==> config.mk <==
export PLATFORM = sky130hd
export DESIGN_NAME = bin2bcd_converter
export DESIGN_NICKNAME = d
export VERILOG_FILES = /design/src/rtl/bin2bcd_converter.sv
export SDC_FILE = /design/constraint.sdc
export NUM_CORES = 1
export LEC_CHECK = 0
export BUFFER_PORTS_ARGS = -buffer_cell sky130_fd_sc_hd__buf_2
export CAP_MARGIN = 20
export CORE_MARGIN = 5
export CORE_UTILIZATION = 30
export CTS_CLUSTER_SIZE = 10
export DETAILED_ROUTE_END_ITERATION = 10
export GPL_TIMING_DRIVEN = 1
export SETUP_SLACK_MARGIN = 0.3
export SYNTH_ARGS = -nofsm -noshare
export SYNTH_HDL_FRONTEND = slang
export SYNTH_SLANG_ARGS = --single-unit
==> constraint.sdc <==
create_clock -name clk -period 5.14 [get_ports clk]
set_input_delay 0.257 -clock clk [delete_from_list [all_inputs] [get_ports clk]]
set_output_delay 0.257 -clock clk [all_outputs]
set_load 0.01 [all_outputs]
==> src/rtl/bin2bcd_converter.sv <==
// rtl/bin2bcd_converter.sv - sequential double-dabble binary to packed BCD converter
//
// Ports:
//   clk       system clock
//   rst       asynchronous active-low reset
//   start     conversion request, honoured in IDLE and on the edge leaving DONE
//   value     unsigned binary operand, captured when start is accepted
//   busy      high while converting or presenting the result (CONVERT, DONE)
//   done      one-cycle pulse when bcd_out/overflow are updated
//   bcd_out   packed BCD result, [3:0] ones .. [31:28] ten-millions
//   overflow  last converted value did not fit in eight decimal digits

module bin2bcd_converter #(
    parameter int          IN_WIDTH = 32,
    parameter logic [31:0] OVF_CODE = 32'hEEEE_EEEE
) (
    input  logic                clk,
    input  logic                rst,
    input  logic                start,
    input  logic [IN_WIDTH-1:0] value,
    output logic                busy,
    output logic                done,
    output logic [31:0]         bcd_out,
    output logic                overflow
);

    localparam int CNT_W = (IN_WIDTH > 1) ? $clog2(IN_WIDTH) : 1;
    localparam int CMP_W = (IN_WIDTH > 32) ? IN_WIDTH : 32;
    localparam logic [CMP_W-1:0] MAX_DEC   = CMP_W'(99_999_999);
    localparam logic [CNT_W-1:0] LAST_ITER = CNT_W'(IN_WIDTH - 1);

    typedef enum logic [1:0] {
        S_IDLE,
        S_CONVERT,
        S_DONE
    } state_t;

    state_t              state;
    state_t              state_next;
    logic [IN_WIDTH-1:0] bin_q;
    logic [IN_WIDTH-1:0] bin_shift;
    logic [31:0]         acc_q;
    logic [31:0]         acc_adj;
    logic [31:0]         acc_shift;
    logic [CNT_W-1:0]    cnt_q;
    logic                ovf_pending_q;
    logic [CMP_W-1:0]    value_ext;
    logic                accept;
    logic                finish;

    assign value_ext = CMP_W'(value);

    // Add-3 correction on every nibble >= 5 so the following left shift
    // carries correctly into the next decimal digit.
    always_comb begin
        acc_adj = acc_q;
        for (int i = 0; i < 8; i++) begin
            if (acc_q[4*i +: 4] >= 4'd5) begin
                acc_adj[4*i +: 4] = acc_q[4*i +: 4] + 4'd3;
            end
        end
    end

    // Joint shift of {accumulator, binary}; the accumulator MSB falls off,
    // which only matters for values already flagged as overflow.
    assign acc_shift = {acc_adj[30:0], bin_q[IN_WIDTH-1]};
    assign bin_shift = bin_q << 1;

    always_comb begin
        state_next = state;
        accept     = 1'b0;
        finish     = 1'b0;
        busy       = 1'b1;
        done       = 1'b0;
        case (state)
            S_IDLE: begin
                busy = 1'b0;
                if (start) begin
                    accept     = 1'b1;
                    state_next = S_CONVERT;
                end
            end
            S_CONVERT: begin
                if (cnt_q == LAST_ITER) begin
                    finish     = 1'b1;
                    state_next = S_DONE;
                end
            end
            S_DONE: begin
                done = 1'b1;
                // The edge leaving DONE may accept the next request, so a held
                // start yields one conversion every IN_WIDTH+1 clocks.
                if (start) begin
                    accept     = 1'b1;
                    state_next = S_CONVERT;
                end else begin
                    state_next = S_IDLE;
                end
            end
            default: begin
                state_next = S_IDLE;
            end
        endcase
    end

    always_ff @(posedge clk or negedge rst) begin
        if (!rst) begin
            state         <= S_IDLE;
            bin_q         <= '0;
            acc_q         <= '0;
            cnt_q         <= '0;
            ovf_pending_q <= 1'b0;
            bcd_out       <= '0;
            overflow      <= 1'b0;
        end else begin
            state <= state_next;
            if (accept) begin
                bin_q         <= value;
                acc_q         <= '0;
                cnt_q         <= '0;
                ovf_pending_q <= (value_ext > MAX_DEC);
            end else if (state == S_CONVERT) begin
                bin_q <= bin_shift;
                acc_q <= acc_shift;
                cnt_q <= cnt_q + CNT_W'(1);
            end
            // Outputs move only on the edge that raises done.
            if (finish) begin
                bcd_out  <= ovf_pending_q ? OVF_CODE : acc_shift;
                overflow <= ovf_pending_q;
            end
        end
    end

endmodule

==> impl_metrics.ini <==
[die]
core_area_um2 = 15900
die_x_um = 137
die_h_um = 137
dieArea_um2 = 18900
rows = 46
initial_core_util_pct = 30.7
io_pins = 70

[yosys]
synth-simple-area-share_pct = 12.9
synth_xor_area_share_pct = 1.62
synth_compound_area_share_pct = 21.1
syn-cell-area_um2 = 4870
yosys_most_used_dff = dfrtp_1
synth_cells = 467
synth_top_area_share_pct = 54.0
ys_seq_area_share_pct = 54.0
yosys-top-cells-area = dfrtp_1 (54%), nand2_1 (6.6%), a22oi_1 (4.6%)
ys_ff_latch = 105
synth_top_family_by_area = compound AO/OA/AOI/OAI gates
yosys.area.top_type = dfrtp_1
syn-mean-instance-area_um2 = 10.4
synth_fa_ha_area_share_pct = 4.62
async_reset_ff_share_pct = 100
synth-edff-count = 0
synth.distinct_cells = 42
synth_fp_nets = 520
synth_mux_area_share_pct = 1.64
yosys_warnings = 0

[sta]
min_period_ns = 2.39
setup_viol = 0
period_share_pct = 46.5
tns_ns = 0
max_slew_margin_pct = 43.4
fin_worst_skew_ns = 0.00653
setup_ws_ns = 2.75
rsz0062_at_grt = no
tightest_slew_ns = 0.849
finalHoldViolations = 0
drv_slew = 0
fmax_mhz = 418

[critical_path]
cpMaxStageDelayCell = and2b_2
crit_arrival_ns = 2.61
cp_max_fo = 41
criticalPathCategory = reg2reg
cp.required_ns = 5.36
reg2reg_depth = 5
end_kind = register
cp-start-kind = register
critPathMaxStageDelay_ns = 0.79
path_cells = and2b_2, nand2_4, clkinv_4, nand2b_4, o22a_1

[global_route]
grt-ovfl-total = 0
grt-busiest-layer = met2
grt_max_degree = 67
use_met1_pct = 16.5
gr-usage-all-layers_pct = 12.7
use_met3_pct = 3.29
grt_pass1_vias = 3830
grt_first_pass_wirelength_um = 19000
antenna_found_initial = 0
use_met2_pct = 21.1

[clocking]
clk_path_buf_depth = 2
numCtsBuffers = 9
cts_sinks = 105
htree_levels = 3
clockRootBuffer = clkbuf_16
cts_tree = done
post_cts_resized = 0
clk_latency_ns = 0.34
postCtsSetupBuffers = 0
cts_hold_buffers = 0
path_clk_slew_ns = 0.07

[flow_run]
drv_cap = 0

[min_path]
hold_path.class = in2async

[power_and_ir_drop]
power.leakage_nw = 2.73
ir_drop_v = 0.000213
power.density_nw_per_um2 = 658
power_mw = 3.72

[place]
hpwl_um = 8000
port_buffers = 69
place_ws_ns = 2.74
gp_congestion = 0.818

[drt]
viasPerCell = 5.02
wl_per_cell_um = 15.7
vias = 3742
drt_wl_total_um = 11700
firstDrtPassIters = 4
final_antenna_net_count = 0
remaining_drc_errors = 0
drt-initial-drc-count = 206

[outcome]
status = finished clean

[final_layout]
utilization_pct = 35.6
drive_above_1_share_pct = 17.5
syn2layout_area_growth_pct = 16.0
n_antenna_cell = 0
nets = 579
==> worst max-delay path: cells and delay by family (launching register included) <==
kind / cells / cell delay, ns
compound gates: 1 / 0.25
buf+inv: 1 / 0.29
flops: 1 / 0.39
simple gates: 3 / 1.34
==> stage by stage <==
stage	instance area, um^2	instances	hold WS (ns)
after floorplan	4870	467	-0.0386
after global placement	5390	731	0.405
after detailed placement	5390	731	0.425
after CTS	5650	746	0.0544
after global routing	5650	746	0.0933
final	5650	746	0.00725
==> cells in the final DEF, fill, tap and decap left out, types with 10 or more instances in the layout <==
master,n
ha_1,18
a22o_1,18
a21oi_1,38
nor2_1,19
buf_2,68
a22oi_1,30
dfrtp_1,105
nand2_1,85
inv_1,16
nand2b_1,10
o21ai_0,12
o22a_1,17
==> path summary, 6_finish.rpt <==
path | slack [ns] | end | start
worst min-delay path | 0.007 | bin_q[6]$_DFFE_PN0P_ | rst
worst max register to register | 2.75 | bcd_out[18]$_DFFE_PN0P_ | state[1]$_DFFE_PN0P_
min in group clk | 0.13 | bin_q[2]$_DFFE_PN0P_ | value[2]
worst min register to register | 0.48 | bin_q[12]$_DFFE_PN0P_ | bin_q[12]$_DFFE_PN0P_
max in group asynchronous | 4.12 | bcd_out[18]$_DFFE_PN0P_ | rst
worst max-delay path | 2.75 | bcd_out[18]$_DFFE_PN0P_ | state[1]$_DFFE_PN0P_
==> cell usage after synthesis (2+ instances only) <==
master	count
a22oi_1	30
o21ai_0	12
inv_1	16
nor2_1	19
dfrtp_1	105
a22o_1	18
a32o_1	8
a21o_1	5
o21ai_1	7
buf_2	15
o22a_1	17
mux2i_1	8
nor3b_1	8
nand2b_1	10
nor2b_1	2
o22ai_1	7
buf_6	3
a21oi_1	38
nand2_1	85
clkbuf_1	7
xnor2_1	8
nand4_1	2
ha_1	18
==> registers in the layout, summed over array words and instances, names as in the netlist <==
register,flops
ovf_pending_q,1
bin_q,32
bcd_out,32
acc_q,32
overflow,1
cnt_q,5
state,2
==> kinds of logic after synthesis <==
family,count (synthesis)
and+or+nand+nor,137
buffers and inverters,42
DFF,105
xor gates and xnor gates,9
adders and majority gates,18
muxes,8
AOI/OAI and AO/OA,148
==> where the power goes <==
part           switching (mW)  internal [mW]
registers               0.280           1.20
clock network           0.296          0.338
logic                   0.886          0.720
==> cell type report <==
cell class / instances / area, um^2
fillers: 1613 / 10200
flip-flops and latches: 105 / 2630
multi-input cells: 320 / 2040
repair buffers: 73 / 378
well taps: 216 / 270
clock buffers: 12 / 246
inverters: 17 / 68.8
clock inverters: 3 / 17.5
==> metal layers <==
| metal | share of wire [%] | up-vias |
|---|---|---|
| li1 | - | 1788 |
| met1 | 45 | 1852 |
| met2 | 48 | 92 |
| met3 | 5.4 | 10 |
| met4 | 1.1 | 0 |
| met5 | 0 | - |
Note: power is estimated with default switching activity, not from simulation.
